[src/rtl/mem_arbiter.sv]
// -----------------------------------------------------------------------------
// mem_arbiter
//
// Shares one single-port memory between an instruction-fetch port and a data
// port. A three-state FSM (IDLE -> BUSY -> RESP) grants one requester at a
// time. Data normally wins. After DM_STREAK back-to-back data grants made
// while a fetch was waiting, the fetch wins. A BUSY access with no mem_ack
// for TIMEOUT cycles is force-completed with zero read data, and the sticky
// err flag is set.
//
// Ports
//   clk        : single clock, rising edge
//   rst        : asynchronous active-high reset
//   if_req     : fetch request, held until if_ready
//   if_addr    : fetch byte address
//   if_rdata   : fetched word, valid while if_ready=1
//   if_ready   : one-cycle fetch completion pulse
//   dm_req     : data request, held until dm_ready
//   dm_we      : 1 = store, 0 = load
//   dm_addr    : data byte address
//   dm_wdata   : store data
//   dm_rdata   : load data (0 for stores), valid while dm_ready=1
//   dm_ready   : one-cycle data completion pulse
//   mem_req    : memory request, high for the whole BUSY phase
//   mem_we     : memory write enable
//   mem_addr   : memory word address (byte address with [1:0] cleared)
//   mem_wdata  : memory write data
//   mem_rdata  : memory read data, valid with mem_ack
//   mem_ack    : one-cycle memory completion
//   stall      : pipeline hold, (if_req & ~if_ready) | (dm_req & ~dm_ready)
//   err        : sticky timeout flag, cleared only by rst
// -----------------------------------------------------------------------------
module mem_arbiter #(
   parameter int DM_STREAK = 4,
   parameter int TIMEOUT   = 255
) (
   input  logic        clk,
   input  logic        rst,
   // instruction-fetch port
   input  logic        if_req,
   input  logic [31:0] if_addr,
   output logic [31:0] if_rdata,
   output logic        if_ready,
   // data port
   input  logic        dm_req,
   input  logic        dm_we,
   input  logic [31:0] dm_addr,
   input  logic [31:0] dm_wdata,
   output logic [31:0] dm_rdata,
   output logic        dm_ready,
   // shared memory
   output logic        mem_req,
   output logic        mem_we,
   output logic [31:0] mem_addr,
   output logic [31:0] mem_wdata,
   input  logic [31:0] mem_rdata,
   input  logic        mem_ack,
   // status
   output logic        stall,
   output logic        err
);

   localparam int SW = (DM_STREAK < 1) ? 1 : $clog2(DM_STREAK + 1);
   localparam int TW = (TIMEOUT < 2) ? 1 : $clog2(TIMEOUT + 1);

   localparam logic [SW-1:0] STREAK_MAX = SW'(DM_STREAK);
   // The counter holds the number of ack-less BUSY cycles already finished.
   // A timeout fires on the cycle that would push it to TIMEOUT.
   localparam logic [TW-1:0] TMO_LAST   = TW'(TIMEOUT - 1);

   typedef enum logic [1:0] {
      ST_IDLE = 2'd0,
      ST_BUSY = 2'd1,
      ST_RESP = 2'd2
   } state_t;

   state_t          r_state;
   logic            r_gnt_if;      // 1 = in-flight access belongs to fetch
   logic [SW-1:0]   r_streak;      // data grants made while a fetch waited
   logic [TW-1:0]   r_tcnt;        // ack-less BUSY cycles so far

   logic            w_any_req;
   logic            w_grant_if;
   logic            w_timeout;
   logic            w_done;
   logic [31:0]     w_if_cap;
   logic [31:0]     w_dm_cap;
   logic            w_unused_addr_lsbs;

   // Next streak value after a grant. Only a data grant made while a fetch
   // is pending extends the streak. Any other grant restarts it.
   function automatic logic [SW-1:0] streak_next(
      input logic [SW-1:0] cur,
      input logic          grant_if,
      input logic          if_pending
   );
      if (grant_if || !if_pending) begin
         return '0;
      end else if (cur == STREAK_MAX) begin
         return cur;
      end else begin
         return cur + 1'b1;
      end
   endfunction

   // Memory is word addressed, so the byte-offset bits are dropped.
   assign w_unused_addr_lsbs = ^{if_addr[1:0], dm_addr[1:0]};

   assign w_any_req  = if_req | dm_req;
   // Fetch wins only when it is alone, or when data has used its streak.
   assign w_grant_if = if_req & (~dm_req | (r_streak == STREAK_MAX));

   // A real ack in the same cycle as the timeout counts as a normal ack.
   assign w_timeout  = ~mem_ack & (r_tcnt == TMO_LAST);
   assign w_done     = mem_ack | w_timeout;

   // Read data returned to the requester. A timeout returns zero, and so
   // does a store.
   assign w_if_cap   = mem_ack ? mem_rdata : '0;
   assign w_dm_cap   = (mem_ack & ~mem_we) ? mem_rdata : '0;

   // Reset gates stall so every output reads zero while rst is high.
   assign stall = ~rst & ((if_req & ~if_ready) | (dm_req & ~dm_ready));

   always_ff @(posedge clk or posedge rst) begin
      if (rst) begin
         r_state   <= ST_IDLE;
         r_gnt_if  <= 1'b0;
         r_streak  <= '0;
         r_tcnt    <= '0;
         if_rdata  <= '0;
         if_ready  <= 1'b0;
         dm_rdata  <= '0;
         dm_ready  <= 1'b0;
         mem_req   <= 1'b0;
         mem_we    <= 1'b0;
         mem_addr  <= '0;
         mem_wdata <= '0;
         err       <= 1'b0;
      end else begin
         case (r_state)
            ST_IDLE: begin
               if (w_any_req) begin
                  // The mem_* registers latch the granted request. Input
                  // changes after this edge cannot disturb the access.
                  r_state  <= ST_BUSY;
                  r_gnt_if <= w_grant_if;
                  r_tcnt   <= '0;
                  r_streak <= streak_next(r_streak, w_grant_if, if_req);
                  mem_req  <= 1'b1;
                  if (w_grant_if) begin
                     mem_we    <= 1'b0;
                     mem_addr  <= {if_addr[31:2], 2'b00};
                     mem_wdata <= '0;
                  end else begin
                     mem_we    <= dm_we;
                     mem_addr  <= {dm_addr[31:2], 2'b00};
                     mem_wdata <= dm_wdata;
                  end
               end
            end

            ST_BUSY: begin
               if (w_done) begin
                  r_state   <= ST_RESP;
                  mem_req   <= 1'b0;
                  mem_we    <= 1'b0;
                  mem_addr  <= '0;
                  mem_wdata <= '0;
                  if (w_timeout) begin
                     err <= 1'b1;
                  end
                  if (r_gnt_if) begin
                     if_rdata <= w_if_cap;
                     if_ready <= 1'b1;
                  end else begin
                     dm_rdata <= w_dm_cap;
                     dm_ready <= 1'b1;
                  end
               end else begin
                  r_tcnt <= r_tcnt + 1'b1;
               end
            end

            ST_RESP: begin
               // Requests are ignored here. A requester that just saw its
               // ready pulse has time to drop req before IDLE samples again.
               if_ready <= 1'b0;
               dm_ready <= 1'b0;
               r_state  <= ST_IDLE;
            end

            default: begin
               r_state <= ST_IDLE;
            end
         endcase
      end
   end

endmodule

[config.mk]
export PLATFORM = sky130hd
export DESIGN_NAME = mem_arbiter
export DESIGN_NICKNAME = d
export VERILOG_FILES = /design/src/rtl/mem_arbiter.sv
export SDC_FILE = /design/constraint.sdc
export NUM_CORES = 1
export LEC_CHECK = 0
export CORE_UTILIZATION = 45
export CTS_BUF_LIST = sky130_fd_sc_hd__clkbuf_4
export CTS_CLUSTER_DIAMETER = 200
export CTS_CLUSTER_SIZE = 16
export DETAILED_ROUTE_END_ITERATION = 8
export PLACE_DENSITY = 0.95
export SLEW_MARGIN = 40
export SYNTH_ARGS = -nofsm -noshare
export SYNTH_HDL_FRONTEND = slang
export SYNTH_SLANG_ARGS = --single-unit
export TNS_END_PERCENT = 1
[constraint.sdc]
create_clock -name clk -period 7.3 [get_ports clk]
set_input_delay 1.46 -clock clk [delete_from_list [all_inputs] [get_ports clk]]
set_output_delay 1.46 -clock clk [all_outputs]
set_load 0.1 [all_outputs]
# == After elaboration in Yosys (flattened, before gate mapping) ==
# Cells that the tools add are included.
# classes
addsub,2
eq_ne,10
mux,29
bitwise,17
n_reduce_logical,15
# ops
op,count
$mux W32,7
$pmux W32 S2,2
$reduce_and A3 Y1,8
$mux W8,2
$pmux W8 S2,1
$ne A2 B2 Y1 const B,6
$add A8 B1 Y8 const B,1
$eq A8 B8 Y1 const B,1
$mux W1,8
$pmux W1 S2,4
$not A1 Y1,7
$and A1 B1 Y1,6
$mux W3,2
$mux W2,2
$or A1 B1 Y1,4
$pmux W2 S2,1
$reduce_and A2 Y1,2
$reduce_bool A2 Y1,2
$add A3 B1 Y3 const B,1
$eq A3 B3 Y1 const B,1
$eq A2 B1 Y1 const B,1
$eq A2 B2 Y1 const B,1
$logic_not A2 Y1,1
$logic_not A1 Y1,1
$logic_or A1 B1 Y1,1
# totals
ff_bits,147
input_bits,134
out_inout_bits,134
elab_cells,86

# == Logic depth before layout (Yosys ltp) ==
# Gate-level depths: netlist of the first run.
# logic_depth
ltp_word,6
ltp_mapped,9
mapped_depth_nobuf,6

# == Worst setup path after synthesis of the first run ==
# No wires, ideal clock.
# synth_path
path_type,in2out
from,in if_req
to,out stall
t_arrival_ps,2994
t_required_ps,5840
slack_ps,2846
cell_stages,2
n_path_buf,0
cell_sequence,nand2b_1 > a21oi_1
# synth_between
elab_chain_cells,3
# synth_lines
element,line,source
start: declaration,40,"input logic if_req,"
$and A1 B1 Y1,123,assign stall = ~rst & ((if_req & ~if_ready) | (dm_req & ~dm_ready));
$or A1 B1 Y1,123,
$and A1 B1 Y1,123,
end: declaration,59,"output logic stall,"
# No other way between the ends.

# == Final worst setup path of the first run ==
# Same ends and word-level chain as after synthesis.

==> results.toml, run 1 <==
[clock_network]
htree_levels = 4
cts_sinks = 145
clk_pin_slew_ps = 100
clockBufferDepth = 2
cts_tree = "yes"
clock-root-buffer = "clkbuf_4"
numCtsBuffers = 17
worst_skew_pair.late_latency_ps = 520
ctsResizeCount = 0
cts_setup_buffers = 0
cts_hold_buf = 0

[global_route]
antenna_found_initial = 1
grt_pass1_wl_um = 23800
grt_max_degree = 83
grt_overflow = 0
grt_pass1_vias = 4746
track_usage_pct = 23.5

[synth]
syn_inst = 415
async_flop_share_pct = 100
synth_ff_type = "dfrtp_1"
synth_cell_types = 39
yosysWarnings = 0
synthesis.area_um2 = 5730
avgSynthCellArea_um2 = 13.8
ys_ff_latch = 145
synth_edf_count = 0
seq_area_frac_synth_pct = 63.3

[floorplanning]
dieArea_um2 = 13200
rows = 40
ios = 268
die_w_um = 115
core_region_area_um2 = 12200
die_h_um = 115
initial_utilization_pct = 46.9

[timing]
fin_crit_ps = 4220
min_period_over_period_pct = 57.8
fmaxAchievable_ghz = 0.237
hold_violations = 0
hold_ws_ps = 477
finalMaxSlewViolations = 0
skew_ps = 19.3
slew_headroom_pct = 51.6
setup_violations = 0
rsz0062_at_grt = "false"
tightestPinTransition_ps = 725
setup-tns-final_ps = 0

[min_path]
hold_class = "flip-flop to flip-flop"

[worst_setup_path]
end_kind = "output pin"
worstSetupPathType = "input pin to output pin"
arrival_ps = 2760
crit_fanout = 5
crit_required_ps = 5840
start_kind = "input pin"

[detailed_routing]
drc = 0
routedWlPerCell_um = 17.9
avgViaCountPerCell = 5.33
ant_nets = 0
num_vias = 4533
dr.first_iter.drc_count = 355
first_pass_iters = 4
wl_um = 15200

[placed_design]
globalplace.congestion = 0.803
place_hpwl_um = 10800
placedInstanceArea_um2 = 7800
io_buffers = 261
dp_cells = 818

[cells_and_area]
areaGrowthSynthToFinish_pct = 40.9
seq_area_um2 = 3630
multiInputGateArea_um2 = 1930
stdcell_area_um2 = 8070
stdcell_count = 851
fin_nets = 807
drive_gt1_share_pct = 26.4
fill_cells = 993

[flow_run]
maxCapViolCount = 0

[run_status]
status = "finished clean"
[per-stage QoR]
stage,utilization (%),setup WS [ps]
floorplan,-,1950
global placement,69.2,2420
detailed placement,63.9,3110
CTS,66.1,3100
global route,66.1,3050
finish,66.1,3080
[Yosys cell counts, drive strengths merged, types with 2 or more instances]
library cell  number  area share [%]
dfrtp            145              63
a22o              99              15
mux2i             31             5.4
o2bb2ai           30             4.6
buf               28             2.7
nand2             12            0.79
inv                7            0.46
nand3              7            0.79
nor2               6            0.39
o21ai              6            0.59
clkbuf             5            0.33
nand2b             5            0.55
a21oi              4            0.41
ha                 4            0.87
o31ai              4            0.52
and2               2            0.22
nand4              2            0.33
nor2b              2            0.26
nor3               2            0.26
o211ai             2            0.26
[state kept, by name, indices dropped and copies added (netlist names), 2 cells and up]
name       cells
r_state        2
if_rdata      32
dm_rdata      32
r_tcnt         8
r_streak       3
mem_addr      30
mem_wdata     32
[worst max-delay path: stages]
cell	delay, ps
clkdlybuf4s50_1	620
nand2b_1	100
a21oi_1	140
buf_2	440
[metal layers]
layer / up-vias / part of all wire (%) / wire, um / global-route usage, %
li1: 2092 / - / - / -
met1: 2245 / 42 / 6410 / 29.1
met2: 174 / 51 / 7700 / 39.9
met3: 22 / 5.5 / 835 / 5.90
met4: 0 / 1.9 / 291 / 9.00
met5: - / 0 / 0 / 0
[cells by family after synthesis]
| kind of cell | count (synthesis) | synth area share [%] |
|---|---|---|
| other | 1 | 0.0654 |
| buffers and inverters | 40 | 3.45 |
| DFF | 145 | 63.3 |
| and+or+nand+nor | 43 | 4.32 |
| xor gates and xnor gates | 1 | 0.153 |
| adders and majority gates | 4 | 0.873 |
| muxes | 31 | 5.41 |
| AOI/OAI and AO/OA | 150 | 22.4 |
[final cells by class]
class                           count  share of cell area [%]
Antenna cell                        1                  0.0310
Clock buffer                       20                    1.86
Clock inverter                     12                    1.46
Inverter                            7                   0.387
Multi-Input combinational cell    231                    23.9
Sequential cell                   145                    44.9
Tap cell                          168                    2.60
Timing Repair Buffer              267                    24.8
[placed cells by master, fill, tap and decap left out, drive strengths merged, types with 4 or more instances in the layout]
master         instances
dfrtp                145
buf                  138
clkdlybuf4s50        129
a22o                  99
mux2i                 31
o2bb2ai               30
clkbuf                20
nand2                 12
clkinv                 8
inv                    7
nand3                  7
nor2                   6
o21ai                  6
nand2b                 5
o31ai                  4
ha                     4
a21oi                  4
[path summary, 6_finish.rpt]
check	from	end	slack (ps)	cells after the start
max reg2reg	r_tcnt[0]$_DFFE_PP0P_	if_rdata[17]$_DFFE_PP0P_	5070	6
min reg2reg	err$_DFFE_PP0P_	err$_DFFE_PP0P_	480	2
max in group asynchronous	rst	if_rdata[2]$_DFFE_PP0P_	4810	3
min	err$_DFFE_PP0P_	err$_DFFE_PP0P_	480	2
max	if_req	stall	3080	4
min in group asynchronous	rst	mem_addr[20]$_DFFE_PP0P_	1490	2
Power of run 1 is left out: the tool's default activity adds up to more than one toggle a clock period on the data nets, which glitch-free logic cannot reach.
==> inputs of run 2 (changes only) <==
CORE_UTILIZATION = 43   (was 45)
PLACE_DENSITY = 0.92   (was 0.95)
clock period = 3.9 ns   (was 7.3 ns; I/O delays follow)
==> run 2 against run 1 <==
  * Wire length fell by 4.7%
  * Worst hold slack improved by 8.0 ps
  * Design area is 0.59% higher
  * Clock skew down 2.1 ps
  * Sequential cell count unchanged
  * Via count is 1.0% higher
  * Worst setup slack got worse by 1900 ps
  * Register-to-register slack worse by 3500 ps
  * Critical path depth stayed put
  * Core utilization decreased by 2.8 points
  * Final cell count up 0.59%
  * Non-clock buffer count is 3 higher
==> results.toml, run 2 (same netlist as run 1, synthesis figures left out) <==
[clock_network]
clockBufferDepth = 2
ctsResizeCount = 0
clock-root-buffer = "clkbuf_4"
numCtsBuffers = 17
cts_hold_buf = 0
htree_levels = 4
cts_tree = "yes"
cts_setup_buffers = 0
worst_skew_pair.late_latency_ps = 540
cts_sinks = 145
clk_pin_slew_ps = 110

[min_path]
hold_end = "err$_DFFE_PP0P_"
worstHoldStart = "err$_DFFE_PP0P_"
hold_class = "flip-flop to flip-flop"
hold_depth = 2

[timing]
tightestPinTransition_ps = 784
skew_ps = 17.2
fin_crit_ps = 2710
setup-tns-final_ps = 0
setup_ws_ps = 1190
setup_violations = 0
min_period_over_period_pct = 69.5
rsz0062_at_grt = "false"
slew_headroom_pct = 47.6
hold_violations = 0
finalMaxSlewViolations = 0
fmaxAchievable_ghz = 0.369

[global_route]
grt_pass1_wl_um = 23800
grt_overflow = 0
track_usage_pct = 21.9
grt_max_degree = 146
grt_pass1_vias = 4622
antenna_found_initial = 0

[placed_design]
place_worst_setup_slack_ps = 1120
globalplace.congestion = 0.839
io_buffers = 261
place_hpwl_um = 10300

[detailed_routing]
wl_um = 14500
num_vias = 4580
ant_nets = 0
drc = 0
routedWlPerCell_um = 17.0
avgViaCountPerCell = 5.35
dr.first_iter.drc_count = 287
first_pass_iters = 4

[worst_setup_path]
end_kind = "output pin"
cp_slowest_cell = "clkdlybuf4s50_1"
critPathBufInv = 2
crit_family = "buffers and inverters"
crit_fanout = 5
start_kind = "input pin"
path_cells = "clkdlybuf4s50_1 > nand2b_1 > a21oi_1 > buf_4"
r2r_start = "r_tcnt[0]$_DFFE_PP0P_"
r2r_slack_ps = 1590
crit_required_ps = 3120
r2r-end = "if_rdata[8]$_DFFE_PP0P_"
worstSetupPathType = "input pin to output pin"
max_stage_delay_ps = 600
reg2reg_depth = 6
arrival_ps = 1930

[flow_run]
maxCapViolCount = 0

[cells_and_area]
layout_commonest_cell = "dfrtp_1"
drive_gt1_share_pct = 26.5
n_antenna_cell = 0
mostFrequentLayoutCells = "dfrtp_1 (145), buf_2 (131), clkdlybuf4s50_1 (129), a22o_1 (99), mux2i_1 (31)"
fin_nets = 810
areaGrowthSynthToFinish_pct = 41.7
largestRegisters = "dm_rdata: 32 flops, if_rdata: 32 flops, mem_wdata: 32 flops"
final_util_pct = 63.3

[floorplanning]
die_w_um = 117
rows = 41
ios = 268
initial_utilization_pct = 44.7
dieArea_um2 = 13800
core_region_area_um2 = 12800
die_h_um = 117

[run_status]
status = "finished clean"
run 2: changes by cell type in the layout (fill, tap and decap cells not counted):
| cell | previous run | this run |
|---|---|---|
| clkbuf_4 | 20 | 19 |
| clkinv_4 | 2 | 1 |
| buf_12 | 0 | 1 |
| clkinv_1 | 4 | 3 |
| buf_6 | 1 | 0 |
| and2_2 | 1 | 0 |
| clkinv_2 | 2 | 3 |
| nand2_1 | 11 | 12 |
| bufinv_16 | 2 | 3 |
| diode_2 | 1 | 0 |
| buf_2 | 132 | 131 |
| buf_4 | 5 | 9 |
| nand2_2 | 1 | 0 |
| and2_1 | 1 | 2 |
run 2: stage by stage:
stage / hold WS [ps] / instance area (um2) / std cells
final: 485 / 8120 / 856
after global routing: 502 / 8120 / 856
after CTS: 497 / 8120 / 856
after detailed placement: 468 / 7840 / 825
after global placement: 464 / 8490 / 825
after floorplan: 486 / 5740 / 416
run 2: layer usage:
layer | global-route usage, % | vias to the layer above | routed length (um) | share of wire [%]
li1 | - | 2098 | - | -
met1 | 26.9 | 2263 | 6040 | 42
met2 | 36.2 | 198 | 7300 | 50
met3 | 6.86 | 21 | 981 | 6.8
met4 | 7.87 | 0 | 199 | 1.4
met5 | 0 | - | 0 | 0
run 2: area by class of cell:
cell class / count / area (um2)
Sequential cell: 145 / 3630
Clock buffer: 19 / 143
Multi-Input combinational cell: 231 / 1930
Timing Repair Buffer: 270 / 2030
Tap cell: 172 / 215
Inverter: 7 / 30.0
Fill cell: 995 / 4700
Clock inverter: 12 / 141
run 2: tightest hold or removal path: cells and delay by family (launching register included):
kind / cells / cell delay [ps]
compound gates: 1 / 60
flops: 1 / 360
buf+inv: 1 / 40
run 2: worst max-delay path by stage:
stage,start,endpoint,slack [ps],cells past startpoint
5_1_grt,if_req,stall,1130,4
2_1_floorplan,if_ready$_DFFE_PP0P_,stall,610,2
3_5_place_dp,mem_ack,if_rdata[22]$_DFFE_PP0P_,1120,4
6_report,if_req,stall,1190,4
3_3_place_gp,if_req,stall,1200,4
4_1_cts,if_req,stall,1190,4
Power of run 2 is left out for the same reason.
==> inputs of run 3 (changes only) <==
CORE_UTILIZATION = 38   (was 43)
PLACE_DENSITY = 0.87   (was 0.92)
clock period = 2.3 ns   (was 3.9 ns; I/O delays follow)
==> run 3 against run 2 <==
  * The run now ends with design-rule violations left
  * Final cell count increased by 2.2%
  * Worst setup slack got worse by 990 ps
  * First-iteration DRC count decreased by 20%
  * Global-route usage decreased by 1.1 points
  * Sequential share of layout area decreased by 2.6 points
  * Wire length increased by 8.4%
  * Clock-buffer cell count increased by 1
  * Die area increased by 13%
  * Clock skew decreased by 1.5 ps
  * Sequential cell count unchanged
  * Core utilization decreased by 4.4 points
==> results.toml, run 3 (same netlist as run 1, synthesis figures left out) <==
[worst_setup_path]
crit_fanout = 5
start_kind = "input pin"
max_stage_delay_ps = 610
crit_family = "buffers and inverters"
critPathBufInv = 2
cp_slowest_cell = "clkdlybuf4s50_1"
crit_required_ps = 1840
worstSetupPathType = "input pin to output pin"
path_cells = "clkdlybuf4s50_1 > nand2b_1 > a21oi_1 > buf_12"
r2r_slack_ps = 460
arrival_ps = 1640
end_kind = "output pin"

[placed_design]
globalplace.congestion = 0.799
io_buffers = 261
place_hpwl_um = 11400

[floorplanning]
rows = 44
die_w_um = 125
core_region_area_um2 = 14600
dieArea_um2 = 15600
ios = 268
die_h_um = 125
initial_utilization_pct = 39.1

[timing]
min_period_over_period_pct = 91.4
hold_ws_ps = 305
fmaxAchievable_ghz = 0.476
fin_crit_ps = 2100
rsz0062_at_grt = "false"
setup_violations = 0
hold_violations = 0
skew_ps = 15.7
finalMaxSlewViolations = 0

[global_route]
grt_max_degree = 67
grt_pass1_vias = 5056
grt_overflow = 0
grt_pass1_wl_um = 25400
track_usage_pct = 20.8
antenna_found_initial = 0

[run_status]
status = "finished with violations"
violations = "design-rule violations"

[detailed_routing]
routedWlPerCell_um = 18.0
wl_um = 15700
dr.first_iter.drc_count = 230
drc = 24
num_vias = 4617
avgViaCountPerCell = 5.28
first_pass_iters = 7
ant_nets = 0

[cells_and_area]
fill_cells = 1177
multiInputGateArea_um2 = 1930
largestRegisters = "dm_rdata: 32 flops, if_rdata: 32 flops, mem_wdata: 32 flops"
mostFrequentLayoutCells = "dfrtp_1 (145), buf_4 (141), clkdlybuf4s50_1 (129), a22o_1 (99), mux2i_1 (31)"
drive_gt1_share_pct = 27.2
n_antenna_cell = 0
layout_commonest_cell = "dfrtp_1"
fin_nets = 816
seq_area_um2 = 3630
areaGrowthSynthToFinish_pct = 50.5

[clock_network]
htree_levels = 4
clock-root-buffer = "clkbuf_4"
clk_pin_slew_ps = 120
clockBufferDepth = 2
cts_setup_buffers = 0
numCtsBuffers = 17
cts_hold_buf = 0
worst_skew_pair.late_latency_ps = 530
ctsResizeCount = 0
cts_tree = "yes"
cts_sinks = 145

[flow_run]
maxCapViolCount = 0

[min_path]
hold_class = "input pin to async pin"
-- run 3: final cells by class --
class,count,area share [%]
clock buffers,20,1.74
clock inverters,12,2.18
inverters,7,0.348
multi-input cells,231,22.4
flip-flops and latches,145,42.1
well taps,184,2.67
repair buffers,276,28.6
-- run 3: worst register-to-register path: stages, from the launching register on --
cell and delay (ps):
dfrtp_1 460, inv_1 90, ha_1 150, nand3_2 160, o21bai_4 260, a21oi_4 100, buf_4 240, a22o_1 280
-- run 3: final timing paths --
kind	from	endpoint	cells after the start
setup / recovery	if_req	stall	4
hold / removal	rst	r_tcnt[2]$_DFFE_PP0P_	2
setup reg to reg	r_tcnt[0]$_DFFE_PP0P_	mem_wdata[4]$_DFFE_PP0P_	7
hold reg to reg	err$_DFFE_PP0P_	err$_DFFE_PP0P_	2
max in group asynchronous	rst	if_rdata[31]$_DFFE_PP0P_	3
min in group clk	err$_DFFE_PP0P_	err$_DFFE_PP0P_	2
-- run 3: layer usage --
layer,GRT usage [%],share of wire (%),wire length [um],vias to the layer above
li1,-,-,-,2114
met1,24.1,41,6380,2287
met2,36.1,51,8080,183
met3,5.28,5.8,912,33
met4,9.30,2.3,369,0
met5,0,0,0,-
-- run 3: metrics by stage --
stage / cells / utilization [%] / TNS (ps) / worst slack [ps] / instance area, um2
after floorplan: 416 / - / -671 / -671 / 5740
after global placement: 843 / 56.6 / 0 / 196 / 8290
after detailed placement: 843 / 56.6 / 0 / 114 / 8290
after CTS: 875 / 58.9 / 0 / 224 / 8620
after global routing: 875 / 58.9 / 0 / 193 / 8620
final: 875 / 58.9 / 0 / 199 / 8620
Power of run 3 is left out for the same reason.
